==> src/rtl/y86_pkg.sv <==
// Shared Y86-64 definitions for the decode slice.
// Contents: instruction codes, register IDs, status codes, the D pipeline
// register layout and its bubble (nop) value.
package y86_pkg;

  localparam int DATA_W = 64;

  // Instruction codes
  localparam logic [3:0] I_HALT   = 4'h0;
  localparam logic [3:0] I_NOP    = 4'h1;
  localparam logic [3:0] I_RRMOVQ = 4'h2;  // also cmovXX
  localparam logic [3:0] I_IRMOVQ = 4'h3;
  localparam logic [3:0] I_RMMOVQ = 4'h4;
  localparam logic [3:0] I_MRMOVQ = 4'h5;
  localparam logic [3:0] I_OPQ    = 4'h6;
  localparam logic [3:0] I_JXX    = 4'h7;
  localparam logic [3:0] I_CALL   = 4'h8;
  localparam logic [3:0] I_RET    = 4'h9;
  localparam logic [3:0] I_PUSHQ  = 4'hA;
  localparam logic [3:0] I_POPQ   = 4'hB;

  // Register IDs
  localparam logic [3:0] RRSP  = 4'h4;
  localparam logic [3:0] RNONE = 4'hF;

  // Status codes
  localparam logic [2:0] S_AOK = 3'd1;
  localparam logic [2:0] S_HLT = 3'd2;
  localparam logic [2:0] S_ADR = 3'd3;
  localparam logic [2:0] S_INS = 3'd4;

  typedef struct packed {
    logic [3:0]        icode;
    logic [3:0]        ifun;
    logic [3:0]        ra;
    logic [3:0]        rb;
    logic [DATA_W-1:0] valc;
    logic [DATA_W-1:0] valp;
    logic [2:0]        stat;
  } d_reg_t;

  localparam d_reg_t D_BUBBLE = '{
    icode: I_NOP,
    ifun:  4'h0,
    ra:    RNONE,
    rb:    RNONE,
    valc:  '0,
    valp:  '0,
    stat:  S_AOK
  };

endpackage

==> src/rtl/regfile_2w2r.sv <==
// 15 x 64-bit Y86-64 architectural register file.
// Ports: clk, rst_n (async active-low); src_a/src_b -> val_a/val_b are
// combinational reads (ID 4'hF reads 0); dst_e/val_e and dst_m/val_m are
// synchronous writes (ID 4'hF = no write; port M wins on an ID clash).
// Optional macro RSP_RESET_EN: when defined, %rsp resets to RSP_INIT.
module regfile_2w2r
  import y86_pkg::*;
#(
  parameter logic [63:0] RSP_INIT = 64'h0
) (
  input  logic        clk,
  input  logic        rst_n,
  input  logic [3:0]  src_a,
  input  logic [3:0]  src_b,
  output logic [63:0] val_a,
  output logic [63:0] val_b,
  input  logic [3:0]  dst_e,
  input  logic [63:0] val_e,
  input  logic [3:0]  dst_m,
  input  logic [63:0] val_m
);

`ifdef RSP_RESET_EN
  localparam logic RSP_EN = 1'b1;
`else
  localparam logic RSP_EN = 1'b0;
`endif

  // Masking keeps RSP_INIT referenced even when the feature is off.
  localparam logic [63:0] RSP_RST = RSP_INIT & {64{RSP_EN}};

  logic [63:0] regs [15];

  always_ff @(posedge clk or negedge rst_n) begin
    if (!rst_n) begin
      for (int i = 0; i < 15; i++) begin
        regs[i] <= (i == int'(RRSP)) ? RSP_RST : 64'h0;
      end
    end else begin
      if (dst_e != RNONE) regs[dst_e] <= val_e;
      // Issued after port E so that M takes precedence on a shared ID.
      if (dst_m != RNONE) regs[dst_m] <= val_m;
    end
  end

  assign val_a = (src_a == RNONE) ? 64'h0 : regs[src_a];
  assign val_b = (src_b == RNONE) ? 64'h0 : regs[src_b];

endmodule

==> src/rtl/decode_stage.sv <==
// Y86-64 pipelined decode stage.
// Holds the D pipeline register (stall/bubble controlled) and the register
// file; derives srcA/srcB/dstE/dstM and forwards valA/valB for execute.
// Ports: clk, rst_n (async active-low); f_* fetch outputs; D_stall,
// D_bubble; forward sources e_*, M_*, m_valM, W_* (W_* also write the
// register file); D_* register contents; d_src*/d_dst* IDs; d_valA/d_valB.
// Optional macro RSP_RESET_EN: when defined, %rsp resets to RSP_INIT.
module decode_stage
  import y86_pkg::*;
#(
  parameter logic [63:0] RSP_INIT = 64'h0
) (
  input  logic        clk,
  input  logic        rst_n,
  input  logic [3:0]  f_icode,
  input  logic [3:0]  f_ifun,
  input  logic [3:0]  f_rA,
  input  logic [3:0]  f_rB,
  input  logic [63:0] f_valC,
  input  logic [63:0] f_valP,
  input  logic [2:0]  f_stat,
  input  logic        D_stall,
  input  logic        D_bubble,
  input  logic [3:0]  e_dstE,
  input  logic [63:0] e_valE,
  input  logic [3:0]  M_dstE,
  input  logic [63:0] M_valE,
  input  logic [3:0]  M_dstM,
  input  logic [63:0] m_valM,
  input  logic [3:0]  W_dstE,
  input  logic [63:0] W_valE,
  input  logic [3:0]  W_dstM,
  input  logic [63:0] W_valM,
  output logic [3:0]  D_icode,
  output logic [3:0]  D_ifun,
  output logic [2:0]  D_stat,
  output logic [63:0] D_valC,
  output logic [63:0] D_valP,
  output logic [3:0]  d_srcA,
  output logic [3:0]  d_srcB,
  output logic [3:0]  d_dstE,
  output logic [3:0]  d_dstM,
  output logic [63:0] d_valA,
  output logic [63:0] d_valB
);

  d_reg_t      d_p0;
  logic [63:0] rf_a;
  logic [63:0] rf_b;

  // Forwarding priority: newest producer first.
  function automatic logic [63:0] fwd_sel(
    input logic [3:0]  src,
    input logic [63:0] rf_val,
    input logic [3:0]  ed,  input logic [63:0] ev,
    input logic [3:0]  mm,  input logic [63:0] mv,
    input logic [3:0]  me,  input logic [63:0] mev,
    input logic [3:0]  wm,  input logic [63:0] wmv,
    input logic [3:0]  we,  input logic [63:0] wev
  );
    logic [63:0] r;
    r = rf_val;
    if (src == RNONE)   r = 64'h0;
    else if (src == ed) r = ev;
    else if (src == mm) r = mv;
    else if (src == me) r = mev;
    else if (src == wm) r = wmv;
    else if (src == we) r = wev;
    return r;
  endfunction

  // ---- Stage boundary: fetch -> D register ----
  always_ff @(posedge clk or negedge rst_n) begin
    if (!rst_n) begin
      d_p0 <= D_BUBBLE;
    end else if (D_stall) begin
      d_p0 <= d_p0;
    end else if (D_bubble) begin
      d_p0 <= D_BUBBLE;
    end else begin
      d_p0 <= '{icode: f_icode, ifun: f_ifun, ra: f_rA, rb: f_rB,
                valc: f_valC, valp: f_valP, stat: f_stat};
    end
  end

  assign D_icode = d_p0.icode;
  assign D_ifun  = d_p0.ifun;
  assign D_stat  = d_p0.stat;
  assign D_valC  = d_p0.valc;
  assign D_valP  = d_p0.valp;

  // ---- Decode logic (combinational from D register) ----
  always_comb begin
    d_srcA = RNONE;
    d_srcB = RNONE;
    d_dstE = RNONE;
    d_dstM = RNONE;
    case (d_p0.icode)
      I_RRMOVQ: begin d_srcA = d_p0.ra; d_dstE = d_p0.rb; end
      I_IRMOVQ: begin d_dstE = d_p0.rb; end
      I_RMMOVQ: begin d_srcA = d_p0.ra; d_srcB = d_p0.rb; end
      I_MRMOVQ: begin d_srcB = d_p0.rb; d_dstM = d_p0.ra; end
      I_OPQ:    begin d_srcA = d_p0.ra; d_srcB = d_p0.rb; d_dstE = d_p0.rb; end
      I_CALL:   begin d_srcB = RRSP; d_dstE = RRSP; end
      I_RET:    begin d_srcA = RRSP; d_srcB = RRSP; d_dstE = RRSP; end
      I_PUSHQ:  begin d_srcA = d_p0.ra; d_srcB = RRSP; d_dstE = RRSP; end
      I_POPQ:   begin d_srcA = RRSP; d_srcB = RRSP; d_dstE = RRSP; d_dstM = d_p0.ra; end
      default:  ;
    endcase
  end

  regfile_2w2r #(.RSP_INIT(RSP_INIT)) u_rf (
    .clk   (clk),
    .rst_n (rst_n),
    .src_a (d_srcA),
    .src_b (d_srcB),
    .val_a (rf_a),
    .val_b (rf_b),
    .dst_e (W_dstE),
    .val_e (W_valE),
    .dst_m (W_dstM),
    .val_m (W_valM)
  );

  always_comb begin
    d_valA = fwd_sel(d_srcA, rf_a, e_dstE, e_valE, M_dstM, m_valM,
                     M_dstE, M_valE, W_dstM, W_valM, W_dstE, W_valE);
    // Call and jump carry the return / fall-through address in valA.
    if (d_p0.icode == I_CALL || d_p0.icode == I_JXX) d_valA = d_p0.valp;
    d_valB = fwd_sel(d_srcB, rf_b, e_dstE, e_valE, M_dstM, m_valM,
                     M_dstE, M_valE, W_dstM, W_valM, W_dstE, W_valE);
  end

endmodule

==> config.mk <==
export PLATFORM = sky130hd
export DESIGN_NAME = decode_stage
export DESIGN_NICKNAME = d
export VERILOG_FILES = /design/src/rtl/y86_pkg.sv /design/src/rtl/regfile_2w2r.sv /design/src/rtl/decode_stage.sv
export SDC_FILE = /design/constraint.sdc
export NUM_CORES = 2
export LEC_CHECK = 0
export BUFFER_PORTS_ARGS = -buffer_cell sky130_fd_sc_hd__buf_2
export CAP_MARGIN = 30
export CORE_MARGIN = 2
export CORE_UTILIZATION = 60
export CTS_CLUSTER_SIZE = 12
export DETAILED_ROUTE_END_ITERATION = 8
export GPL_ROUTABILITY_DRIVEN = 0
export GPL_TIMING_DRIVEN = 1
export PLACE_DENSITY_LB_ADDON = 0.15
export SYNTH_ARGS = -nofsm -noshare
export SYNTH_HDL_FRONTEND = slang
export SYNTH_HIERARCHICAL = 1
export SYNTH_SLANG_ARGS = --single-unit
==> constraint.sdc <==
create_clock -name clk -period 3.7 [get_ports clk]
set_input_delay 0.185 -clock clk [delete_from_list [all_inputs] [get_ports clk]]
set_output_delay 0.185 -clock clk [all_outputs]
set_load 0.02 [all_outputs]
==> metrics <==
Peak VDD IR=0.434 mV; ys flop type=dfrtp_1; startpoint type of the worst setup path=register; vertical die dimension=362 um; Final Hold Slack=-7.05 ps; r2r setup slk=2230 ps; Critical Path Fanout Max=16; sequential share of the synthesized area=36.0%; leading cell types by total area after synthesis=dfrtp_1, mux2i_1, o21ai_0; outcome=finished with violations; CP cell instances=buf_4 -> nor4b_4 -> nor3_4 -> buf_12 -> buf_16 -> buf_16 -> mux2i_1 -> nor2_1 -> a211oi_1 -> a2111oi_2 -> buf_4 -> a221oi_1 -> buf_4 -> o311ai_1 -> a22o_1 -> buf_2; count of yosys warnings during synthesis=6; Global Route Usage Sum=49.5%; initial core utilization=60.4%; power per cell area=488 mW/mm^2; cell type with the highest aggregate area in the netlist=dfrtp_1; mean cell area of the mapped netlist=9.21 um^2; Worst Max-Slew Pin Slew=1110 ps; Num CTS Buffers=121; Root Driver=clkbuf_16; Worst EP arrival=4410 ps; initial antenna violation count=22; grt total ovfl=0; Setup Total Neg Slack=-87,580 ps; number of vias per cell after detailed routing=7.23; Worst Hold Class=primary input to async pin; standby leakage power=42.5 nW; area inside the core boundary=0.128 mm^2; cell with the biggest individual delay on the critical path=dfstp_2; number of nets in the synthesized netlist=8,851; sum of routed wire length over all layers=340,000 um; capturing element type of the critical path=primary output; final worst clock skew=0 ps; Distinct cells, synth=81; depth of the worst register-to-register path=4; number of global-route vias before repair=76,170; worst setup slack before clock tree synthesis=-266 ps; Clk Latency, worst-skew pair=770 ps; number of setup violations in the final report=128; maximum number of pins on one net before global-route repair=129; Final Slew Violations=0; number of flops mapped to enable cells by yosys=0; Syn-to-layout area delta=23.0%; first-pass GRT wire length=489,000 um; residual DRC count=0; relative slew slack=25.9%; Bufs on Longest Clock Path=3; startpoint-to-endpoint class of the critical path=register to primary output; setup repair after global routing missed its margin=yes; Die Area=0.131 mm^2; largest stage delay on the critical path=610 ps; violated checks=hold timing, setup timing; Most Frequent Cell on Critical Path=buf_4; Top-Level Pins=774; Worst R2R End=u_rf/regs[513]$_DFF_PN0_; first-pass iteration count of the detailed router=8; share of final-layout standard cells stronger than drive strength 1=22.9%; PnR worst setup slack=-891 ps; leading post-synthesis cells by instance count=mux2i_1, dfrtp_1, o21ai_0, nand2_1, nor2_1; FF-to-FF Start=u_rf/regs[513]$_DFF_PN0_; gate count of the mapped netlist=8,360; detailed placer's ending HPWL=188,000 um; data required time at the worst endpoint=3510 ps; WP buf/inv=7; total clock sinks=1,107; Avg WL per Cell=31.2 um; async set-or-reset flop fraction in the synthesized netlist=100%; number of core rows=131; Fmax=218 MHz; most common cell in the synthesized netlist=mux2i_1; total vias in the final route=78,807; die width=362 um; count of buffers from port buffering=773; cell area after synthesis=0.0770 mm^2; family with the most delay on the worst path=buffers and inverters; portion of synthesized cell area occupied by the leading cell type=35.6%; synthesis-stage register bit count=1,107; # H-tree levels=3; count of final hold-check violations=3; number of violations of the max-capacitance limit=0; final layout net count=9,615; fin crit share=124%; number of DRC violations after detailed-routing iteration 0=12,965; minimum period implied by the final worst setup slack=4590 ps; clock tree from TritonCTS=yes; count of antenna-violating nets left after detailed routing=0; final standard cell utilization of the core=74.3%; Clock Pin Slew Worst Setup and Hold Paths=60 ps
[registers in the layout, summed over array words and instances, names as in the netlist]
signal,cells
D_valC,64
D_icode,4
u_rf/regs,960
d_p0,8
D_ifun,4
D_valP,64
D_stat,3
[logic make-up (layout without fill, tap and decap cells)]
| logic type | count (synthesis) | after routing | synth area share (%) |
|---|---|---|---|
| AND/OR/NAND/NOR | 2204 | 2205 | 13.1 |
| XOR/XNOR | 21 | 21 | 0.239 |
| other | 0 | 23 | 0 |
| multiplexers | 1613 | 1613 | 24.1 |
| AO/OA/AOI/OAI | 2262 | 2262 | 18.7 |
| flip-flops | 1107 | 1107 | 36.0 |
| buffers and inverters | 1153 | 2006 | 7.94 |
[cell type report]
cell class	instances	area (um^2)
multi-input cells	6101	44900
clock inverters	45	542
repair buffers	1716	15600
well taps	1662	2080
inverters	76	319
fillers	8903	32800
diodes	23	57.6
flip-flops and latches	1107	27700
repair inverters	1	11.3
clock buffers	168	3440
[placed cells by master, fill, tap and decap left out, types with 126 or more instances in the layout]
cell type	netlist	final
nor3_1	203	195
nand2b_1	147	144
nor2_1	537	529
dfrtp_1	1097	1094
dlygate4sd3_1	0	327
a211oi_1	193	126
nor2b_1	157	149
nand2_1	957	953
buf_4	259	333
o21ai_0	999	950
buf_12	4	186
a22oi_1	128	127
buf_2	199	746
mux2i_1	1421	1417
mux4_2	192	192
a21oi_1	289	288
clkbuf_16	0	131
[worst max path at each step]
stage / startpoint / end / slack, ps / depth (start not counted)
after floorplan: D_icode[3]$_DFFE_PN0N_ / d_valA[62] / 50 / 14
after global placement: D_icode[3]$_DFFE_PN0N_ / d_valA[1] / -590 / 13
after detailed placement: D_icode[0]$_DFFE_PN1N_ / d_valA[31] / -270 / 14
after CTS: D_icode[0]$_DFFE_PN1N_ / d_valA[12] / -780 / 15
after global routing: D_icode[0]$_DFFE_PN1N_ / d_valA[62] / -980 / 15
final: D_icode[0]$_DFFE_PN1N_ / d_valA[34] / -890 / 16
[metal layers]
metal,wire (um),up-vias,global-route usage (%)
met4,27100,10,32.9
met2,143000,7588,71.6
met3,53300,1882,17.7
li1,-,31738,-
met1,116000,37589,62.6
met5,196,-,0
[where the power goes]
group	internal, mW	total (mW)	switching (mW)
clock	7.13	12.6	5.45
sequential	14.6	16.8	2.23
combinational	7.77	16.9	9.12
total	29.5	46.3	16.8
[through the flow]
stage / instance area, um^2 / total power, mW / std cells / hold slack, ps
2_1_floorplan: 77000 / 25.6 / 8360 / -111
3_3_place_gp: 83200 / 30.4 / 10181 / 211
3_5_place_dp: 83300 / 30.9 / 10189 / 216
4_1_cts: 93400 / 44.8 / 10831 / 3.77
5_1_grt: 94700 / 47.6 / 10885 / 31.9
6_report: 94700 / 46.3 / 10899 / -7.05
[repair_timing]
action / 4_1_cts / 5_1_grt
gates resized for setup: 299 / 167
endpoints found under the setup margin: 128 / 128
setup buffers: 79 / 40
hold buffers: 327 / 0
cloned: 28 / 10
hold endpoints to repair: 1406 / 0
pin swaps: 67 / 72
Note: power is estimated with default switching activity, not from simulation.
